`config.mk`:
```
export PLATFORM = sky130hd
export DESIGN_NAME = mem_wb_stage
export DESIGN_NICKNAME = d
export VERILOG_FILES = /design/src/rtl/mem_wb_stage.sv
export SDC_FILE = /design/constraint.sdc
export NUM_CORES = 1
export LEC_CHECK = 0
export BUFFER_PORTS_ARGS = -buffer_cell sky130_fd_sc_hd__buf_2
export CAP_MARGIN = 20
export CORE_UTILIZATION = 50
export DETAILED_ROUTE_END_ITERATION = 8
export HOLD_SLACK_MARGIN = 0.15
export PLACE_DENSITY = 0.81
export SYNTH_ARGS = -nofsm -noshare
export SYNTH_HDL_FRONTEND = slang
export SYNTH_SLANG_ARGS = --single-unit
```
`constraint.sdc`:
```
create_clock -name clk -period 2 [get_ports clk]
set_clock_uncertainty 0.05 [all_clocks]
set_input_delay 0.4 -clock clk [delete_from_list [all_inputs] [get_ports clk]]
set_output_delay 0.4 -clock clk [all_outputs]
set_load 0.03 [all_outputs]
```
`src/rtl/mem_wb_stage.sv`:
```
// MEM/WB pipeline register and writeback unit for the RV32I core.
// Extracts load data, picks the writeback source, qualifies the write enable and counts retirements.
module mem_wb_stage #(
  parameter int XLEN = 32
) (
  input  logic            clk,
  input  logic            rst_n,
  input  logic            stall,
  input  logic            flush,
  input  logic            EX_MEM_valid,
  input  logic            EX_MEM_RegWrite,
  input  logic [1:0]      EX_MEM_MemtoReg,
  input  logic [4:0]      EX_MEM_RD,
  input  logic [XLEN-1:0] EX_MEM_ALU_Result,
  input  logic [XLEN-1:0] EX_MEM_PC,
  input  logic [2:0]      EX_MEM_funct3,
  input  logic [XLEN-1:0] Mem_RData,
  output logic            MeM_WB_RegWrite,
  output logic [4:0]      RD,
  output logic [XLEN-1:0] Write_Data,
  output logic            MeM_WB_valid,
  output logic            load_fault,
  output logic [31:0]     retired_count
);

  localparam logic [1:0] WB_ALU  = 2'b00;
  localparam logic [1:0] WB_LOAD = 2'b01;
  localparam logic [1:0] WB_PC4  = 2'b10;

  // Little-endian lane extraction; illegal encodings yield zero so the fault path stays deterministic.
  function automatic logic [31:0] extract_load(input logic [2:0] f3,
                                               input logic [1:0] off,
                                               input logic [31:0] word);
    logic [31:0] shifted;
    logic [7:0]  byte_v;
    logic [15:0] half_v;
    shifted = word >> {off, 3'b000};
    byte_v  = shifted[7:0];
    if (off[1]) begin
      half_v = word[31:16];
    end else begin
      half_v = word[15:0];
    end
    case (f3)
      3'b000:  extract_load = {{24{byte_v[7]}}, byte_v};
      3'b100:  extract_load = {24'h000000, byte_v};
      3'b001:  extract_load = {{16{half_v[15]}}, half_v};
      3'b101:  extract_load = {16'h0000, half_v};
      3'b010:  extract_load = word;
      default: extract_load = 32'h0000_0000;
    endcase
  endfunction

  function automatic logic load_misaligned(input logic [2:0] f3, input logic [1:0] off);
    case (f3)
      3'b001, 3'b101: load_misaligned = off[0];
      3'b010:         load_misaligned = (off != 2'b00);
      default:        load_misaligned = 1'b0;
    endcase
  endfunction

  function automatic logic load_illegal(input logic [2:0] f3);
    case (f3)
      3'b011, 3'b110, 3'b111: load_illegal = 1'b1;
      default:                load_illegal = 1'b0;
    endcase
  endfunction

  logic [31:0] load_data_s;
  logic [31:0] wb_data_s;
  logic        fault_s;
  logic        wen_s;

  logic        valid_d, valid_q;
  logic        regwrite_d, regwrite_q;
  logic [4:0]  rd_d, rd_q;
  logic [31:0] wdata_d, wdata_q;
  logic        fault_d, fault_q;
  logic [31:0] count_d, count_q;

  // Writeback value and write-enable qualification for the incoming instruction.
  always_comb begin
    load_data_s = extract_load(EX_MEM_funct3, EX_MEM_ALU_Result[1:0], Mem_RData);
    fault_s     = EX_MEM_valid & (EX_MEM_MemtoReg == WB_LOAD) &
                  (load_misaligned(EX_MEM_funct3, EX_MEM_ALU_Result[1:0]) |
                   load_illegal(EX_MEM_funct3));
    case (EX_MEM_MemtoReg)
      WB_LOAD: wb_data_s = load_data_s;
      WB_PC4:  wb_data_s = EX_MEM_PC + 32'd4;
      WB_ALU:  wb_data_s = EX_MEM_ALU_Result;
      default: wb_data_s = EX_MEM_ALU_Result;
    endcase
    wen_s = EX_MEM_valid & EX_MEM_RegWrite & (EX_MEM_RD != 5'd0) & ~fault_s;
  end

  // Stage register next-state: flush beats stall beats capture.
  always_comb begin
    valid_d    = valid_q;
    regwrite_d = regwrite_q;
    rd_d       = rd_q;
    wdata_d    = wdata_q;
    fault_d    = 1'b0;
    count_d    = count_q;
    if (flush) begin
      valid_d    = 1'b0;
      regwrite_d = 1'b0;
      rd_d       = 5'd0;
      wdata_d    = 32'h0000_0000;
    end else if (stall) begin
      // Outputs hold, but the fault strobe must not repeat for a held instruction.
      fault_d = 1'b0;
    end else begin
      valid_d    = EX_MEM_valid;
      regwrite_d = wen_s;
      rd_d       = EX_MEM_RD;
      wdata_d    = wb_data_s;
      fault_d    = fault_s;
      if (EX_MEM_valid && !fault_s) begin
        count_d = count_q + 32'd1;
      end else begin
        count_d = count_q;
      end
    end
  end

  // Stage state registers with asynchronous clear.
  always_ff @(posedge clk or negedge rst_n) begin
    if (!rst_n) begin
      valid_q    <= 1'b0;
      regwrite_q <= 1'b0;
      rd_q       <= 5'd0;
      wdata_q    <= 32'h0000_0000;
      fault_q    <= 1'b0;
      count_q    <= 32'h0000_0000;
    end else begin
      valid_q    <= valid_d;
      regwrite_q <= regwrite_d;
      rd_q       <= rd_d;
      wdata_q    <= wdata_d;
      fault_q    <= fault_d;
      count_q    <= count_d;
    end
  end

  assign MeM_WB_valid    = valid_q;
  assign MeM_WB_RegWrite = regwrite_q;
  assign RD              = rd_q;
  assign Write_Data      = wdata_q;
  assign load_fault      = fault_q;
  assign retired_count   = count_q;

endmodule
```
==> results.md, run 1 <==
* Iteration-0 DRC count of the detailed router at 404
* Worst r2r dst: retired_count[23]$_DFFE_PN0P_
* Post-route ant nets at 0
* Max VDD drop at 0.257 mV
* Synth Flop Type: dfrtp_1
* Cell Area, Synth at 4970 um2
* Startpoint Class: flip-flop
* Async set-reset flop share out of synthesis at 100%
* Crit. End Element: flip-flop
* Leakage at 3.28 nW
* CORE AREA at 9680 um2
* Count of final setup violators at 0
* Final global-route overflow total at 0
* Seq/Total Area, Yosys at 36.2%
* Worst Hold End: MeM_WB_RegWrite$_DFFE_PN0P_
* Power Density at 594 nW/um2
* Max_cap viols at 0
* Avg Cell Area, Syn at 8.69 um2
* Port Buffers at 183
* Clock H-tree levels at 3
* Clock buffer count from CTS at 9
* Synth top area cells: dfrtp_1 (36%), xnor2_1 (4.6%), a21oi_1 (4.3%)
* Largest net degree at the start of global routing at 73
* Die W at 102 um
* Nets at 931
* Site Rows at 36
* Bufs and invs on worst path at 1
* Residual DRC count at 0
* Cell count of the worst reg-to-reg path at 6
* Initial Util at 51.3%
* Minimum clock period at 1.86 ns
* DP HPWL at 13,800 um
* EDFF count, synth at 0
* Min-Delay Path Depth at 2
* Reg2reg start: retired_count[14]$_DFFE_PN0P_
* Fin. max-slew vios at 0
* Vias/cell at 5.98
* R2R Setup Slk at 0.14 ns
* Crit-path leading delay family: simple AND/OR/NAND/NOR gates
* Yosys warnings at 0
* Worst path slowest cell: nor4_1
* Final Core Density at 70.0%
* Synth top cells by count: dfrtp_1 (72), nand2_1 (52), a21oi_1 (43), nor2_1 (33), inv_1 (28)
* Skew-Pair Late Insertion Delay at 0.36 ns
* Gpl congestion at 0.980
* Worst Hold Launch: EX_MEM_RegWrite
* Crit path from: retired_count[14]$_DFFE_PN0P_
* Die H at 102 um
* Initial antenna violation count at 0
* Root Driver: clkbuf_8
* Worst Hold Class: in2reg
* Tot Pwr at 4.03 mW
* Worst Setup Path Type: reg2reg
* Area growth from synthesis to layout at 36.4%
* WL/cell at 18.5 um
* Vias at 5,699
* Outcome: finished, final reports clean
* Inserted Diodes at 0
* Net count after synthesis at 688
* Fin. Hold Viols at 0
* Post-synth top area share at 36.2%
* Reg clk slew, reported paths at 0.08 ns
* Die area at 10,300 um2
* Tcrit/Tclk final at 92.9%
* Share of layout cells above drive strength 1 at 37.4%
* Final wirelength at 17,600 um
* Fmax at 0.538 GHz
* Post-Synthesis Cells at 572
* Max incr delay on CP at 0.46 ns
* CTS tree: built
* Arr. time, crit path at 2.06 ns
* Area leader, netlist: dfrtp_1
* Sink Count at 72
* RSZ-0062 raised after global routing: no
* Max-slew headroom at 64.2%
* CP Data Required Time at 2.20 ns
* Yosys cell types at 64
* First-pass GRT wire length at 26,900 um
* Critical-path cell list: nand4_1 -> buf_4 -> nor4_1 -> and3_1 -> nand3_1 -> xnor2_1
* Least-Margin Pin Slew at 0.533 ns
* Synthesized flop and latch total at 72
* Io pins at 184
* GRT Util Overall at 34.7%
* Count leader, synth: dfrtp_1
* Via count of the first global-routing pass at 5,286
* CP Max Fanout at 5
* Max Root-Sink Buffers at 2
* First-pass DRT Iterations at 7
## registers in the layout (all words and copies together) (netlist names)
signal,count
MeM_WB_valid,1
Write_Data,32
MeM_WB_RegWrite,1
RD,5
retired_count,32
load_fault,1
## worst reg2reg max path: stages (launching register included)
cell and delay, ns:
dfrtp_1 0.44, nand4_1 0.16, buf_4 0.17, nor4_1 0.46, and3_1 0.23, nand3_1 0.09
xnor2_1 0.13
## power breakdown
| part | switching [mW] | internal (mW) |
|---|---|---|
| registers | 0.0957 | 1.56 |
| clock network | 0.579 | 0.591 |
| logic | 0.745 | 0.463 |
| total | 1.42 | 2.61 |
## stage by stage
step	worst slack, ns	hold slack, ns	std cells	area [um2]	TNS [ns]
after floorplan	-0.0261	0.0544	572	4990	-0.0452
after global placement	-0.0771	0.403	935	6560	-0.162
after detailed placement	-0.135	0.404	935	6560	-0.741
after CTS	0.0609	0.232	952	6770	0
after global routing	0.00805	0.228	953	6780	0
final	0.142	0.241	953	6780	0
## layout by cell type (no fill, tap or decap), drive strengths merged, types with 21 or more instances in the layout
| cell type | instances |
|---|---|
| nand3 | 26 |
| a21oi | 44 |
| xnor2 | 26 |
| nor4 | 21 |
| inv | 29 |
| dfrtp | 72 |
| buf | 263 |
| nor2 | 33 |
| o21ai | 30 |
| nand2 | 52 |
## metal layers
metal,vias up,wire length (um),GRT usage (%)
met5,-,0,0
met4,0,635,17.8
met1,2741,7030,43.2
met2,287,8290,56.4
li1,2628,-,-
met3,43,1670,7.59
## kinds of logic after synthesis
family,share of synthesized area [%]
DFF,36.2
and+or+nand+nor,21.9
xor gates and xnor gates,8.10
adders and majority gates,1.01
muxes,4.08
AOI/OAI and AO/OA,23.7
buffers and inverters,4.98
## worst max path at each step
stage                                          endpoint  slack (ns)  cells past startpoint
final                     retired_count[23]$_DFFE_PN0P_        0.14                      6
after detailed placement     Write_Data[27]$_DFFE_PN0P_       -0.14                      8
after floorplan           retired_count[31]$_DFFE_PN0P_       -0.03                      5
after global routing      retired_count[23]$_DFFE_PN0P_       0.008                      6
after CTS                 retired_count[31]$_DFFE_PN0P_        0.06                      5
after global placement       Write_Data[27]$_DFFE_PN0P_       -0.08                      8
## repair_timing
item,CTS,global route
resized for setup,0,1
hold buffers,1,0
buffers inserted,0,1
setup endpoints to repair,0,3
hold endpoints to repair,72,0
## cell type report
class                           count  area [um2]
Clock buffer                       13         179
Clock inverter                      3        22.5
Fill cell                         781        2900
Inverter                           28         105
Multi-Input combinational cell    440        2940
Sequential cell                    72        1800
Tap cell                          133         166
Timing Repair Buffer              264        1560
(Power assumes the default switching activity.)
==> inputs of run 2 (changes only) <==
- BUFFER_PORTS_ARGS: -buffer_cell sky130_fd_sc_hd__buf_2 -> -buffer_cell sky130_fd_sc_hd__buf_4
- clock period: 2 -> 1.9 ns (I/O delays scaled with it)
==> run 2 against run 1 <==
  * Clock power up 40%
  * Count of clock-buffer cells in the layout decreased by 4
  * Sequential share of layout area fell by 2.2 points
  * First-iteration DRC count up 13%
  * Wire length increased by 5.7%
  * Total power increased by 19%
  * Global-route usage grew 2.0 points
  * Worst hold slack worse by 0.039 ns
  * Utilization grew 6.6 points
  * Setup slack worse by 0.052 ns
  * Via count is 2.3% higher
  * Non-clock buffer count grew 8
  * Critical endpoint is now retired_count[30]$_DFFE_PN0P_
==> results.md, run 2 (synthesis gave the netlist of run 1 again) <==
* Outcome: finished, final reports clean
* Final worst slack at 0.0897 ns (-0.0519 ns)
* Die H at 102 um (unchanged)
* Reg clk slew, reported paths at 0.08 ns (about the same)
* Nets at 939 (+0.86%)
* GRT Util Overall at 36.6% (+2.0 points)
* Largest net degree at the start of global routing at 39 (-47%)
* Max_cap viols at 0 (unchanged)
* RSZ-0062 raised after global routing: yes
* First-pass DRT Iterations at 6 (-1)
* CP Max Fanout at 8 (+3)
* Hold Slack at 0.201 ns (-0.0392 ns)
* Share of layout cells above drive strength 1 at 40.1% (+2.7 points)
* Port Buffers at 183 (unchanged)
* Sink Count at 72 (unchanged)
* Vias/cell at 6.07 (+1.5%)
* Internal at 3.27 mW (+25%)
* Combinational share of power at 29.6% (-0.4 points)
* Commonest non-fill, non-tap cell in the layout: buf_4
* Final global-route overflow total at 0 (unchanged)
* Root Driver: clkbuf_8
* Clock network power share at 34.1% (+5.1 points)
* Minimum clock period at 1.81 ns (-0.0481 ns)
* Area growth from synthesis to layout at 49.3%
* Inst Count DP at 944 (+0.96%)
* Clock buffer count from CTS at 9 (unchanged)
* Gpl congestion at 1.03 (+5.3%)
* Arr. time, crit path at 2.05 ns (about the same)
* Least-Margin Pin Slew at 0.521 ns (-0.0122 ns)
* Count of final setup violators at 0 (unchanged)
* Non-filler cells, final at 961 (+0.84%)
* R2R Setup Slk at 0.09 ns (-0.05 ns)
* Seq pwr share at 36.3% (-4.7 points)
* Skew-Pair Late Insertion Delay at 0.37 ns (about the same)
* Fin. max-slew vios at 0 (unchanged)
* Residual DRC count at 0 (unchanged)
* Final instance area at 7420 um2 (+9.4%)
* Commonest non-fill, non-tap cells in the layout: buf_4 (269), dfrtp_1 (66), nand2_1 (52)
* Initial antenna violation count at 0 (unchanged)
* Fin. Hold Viols at 0 (unchanged)
* WL/cell at 19.4 um (+4.8%)
* Switching share of power at 32.1% (-3.1 points)
* Max incr delay on CP at 0.42 ns (-0.04 ns)
* Leakage at 3.43 nW (+4.3%)
* Via count of the first global-routing pass at 5,664 (+7.2%)
* Max VDD drop at 0.452 mV (+76%)
* Vias at 5,831 (+2.3%)
* Crit. End Element: flip-flop
* First-pass GRT wire length at 28,700 um (+6.9%)
* Tcrit/Tclk final at 95.3% (+2.4 points)
* Tot Pwr at 4.81 mW (+19%)
* Bufs and invs on worst path at 1 (unchanged)
* Worst Setup Path Type: reg2reg
* Io pins at 184 (unchanged)
* CTS tree: built
* Critical-path cell list: nand4_1 -> nor4_2 -> nand4_1 -> buf_4 -> nor4_2 -> xor2_1
* Pre-CTS WS at -0.171 ns (-0.0360 ns)
* Final wirelength at 18,600 um (+5.7%)
* Site Rows at 36 (unchanged)
* Die area at 10,300 um2 (unchanged)
* Max Root-Sink Buffers at 2 (unchanged)
* Iteration-0 DRC count of the detailed router at 456 (+13%)
* Startpoint Class: flip-flop
* Initial Util at 51.3% (unchanged)
* Post-route ant nets at 0 (unchanged)
* Worst Hold Class: in2reg
* Final Core Density at 76.6% (+6.6 points)
* Crit-path leading delay family: simple AND/OR/NAND/NOR gates
* Max-slew headroom at 65.1% (+0.91 points)
* Worst path slowest cell: dfrtp_2
* TNS Setup at 0 ns (unchanged)
* CP Data Required Time at 2.14 ns (-0.06 ns)
* Die W at 102 um (unchanged)
* Inserted Diodes at 0 (unchanged)
* Fmax at 0.552 GHz (+2.7%)
* Placed instance area at 7130 um2 (+8.7%)
* DP HPWL at 14,500 um (+4.7%)
* Power Density at 648 nW/um2 (+9.0%)
* NetSw at 1.54 mW (+8.7%)
* CORE AREA at 9680 um2 (unchanged)
* Clock H-tree levels at 3 (unchanged)
==> run 2: changes by cell type in the layout (fill, tap and decap cells not counted), moves of 2 or more <==
cell,change
buf_4,+192
buf_2,-183
dfrtp_1,-6
dfrtp_2,+6
nor4_1,-6
nor4_2,+6
bufinv_16,+4
clkbuf_8,-4
clkinvlp_4,+2
==> run 2: worst paths after layout <==
path,from,end,depth (start not counted)
hold reg to reg,retired_count[31]$_DFFE_PN0P_,retired_count[31]$_DFFE_PN0P_,1
max in group asynchronous,rst_n,Write_Data[30]$_DFFE_PN0P_,3
hold / removal,EX_MEM_RegWrite,MeM_WB_RegWrite$_DFFE_PN0P_,2
setup reg to reg,retired_count[6]$_DFFE_PN0P_,retired_count[30]$_DFFE_PN0P_,6
setup / recovery,retired_count[6]$_DFFE_PN0P_,retired_count[30]$_DFFE_PN0P_,6
min in group asynchronous,rst_n,retired_count[24]$_DFFE_PN0P_,2
==> run 2: what timing repair did <==
item / 4_1_cts / 5_1_grt
endpoints found under the setup margin: 0 / 3
resized for setup: 0 / 3
endpoints found under the hold margin: 53 / 0
hold buffers: 1 / 0
setup buffers: 0 / 0
==> run 2: area by class of cell <==
type | instances | area, um2
Clock buffer | 9 | 124
Clock inverter | 7 | 144
Fill cell | 705 | 2260
Inverter | 28 | 105
Multi-Input combinational cell | 440 | 3000
Sequential cell | 72 | 1810
Tap cell | 133 | 166
Timing Repair Buffer | 272 | 2070
==> run 2: per-layer routing <==
layer / up-vias / global-route usage [%] / wire (um)
met4: 0 / 15.7 / 629
met1: 2801 / 44.8 / 7230
met3: 62 / 9.04 / 1710
li1: 2639 / - / -
met2: 329 / 61.3 / 9070
met5: - / 0 / 0
==> run 2: power by group through the flow <==
stage / clock network [mW] / logic [mW] / registers, mW
after detailed placement: 0 / 1.40 / 1.77
after global placement: 0 / 1.37 / 1.76
after CTS: 1.65 / 1.41 / 1.74
final: 1.64 / 1.42 / 1.75
after floorplan: 0 / 0.445 / 1.98
after global routing: 1.71 / 1.52 / 1.76
==> run 2: worst register-to-register path, cell delays in order, from the launching register on <==
cell     delay, ns
dfrtp_2       0.42
nand4_1       0.17
nor4_2        0.30
nand4_1       0.15
buf_4         0.20
nor4_2        0.29
xor2_1        0.17
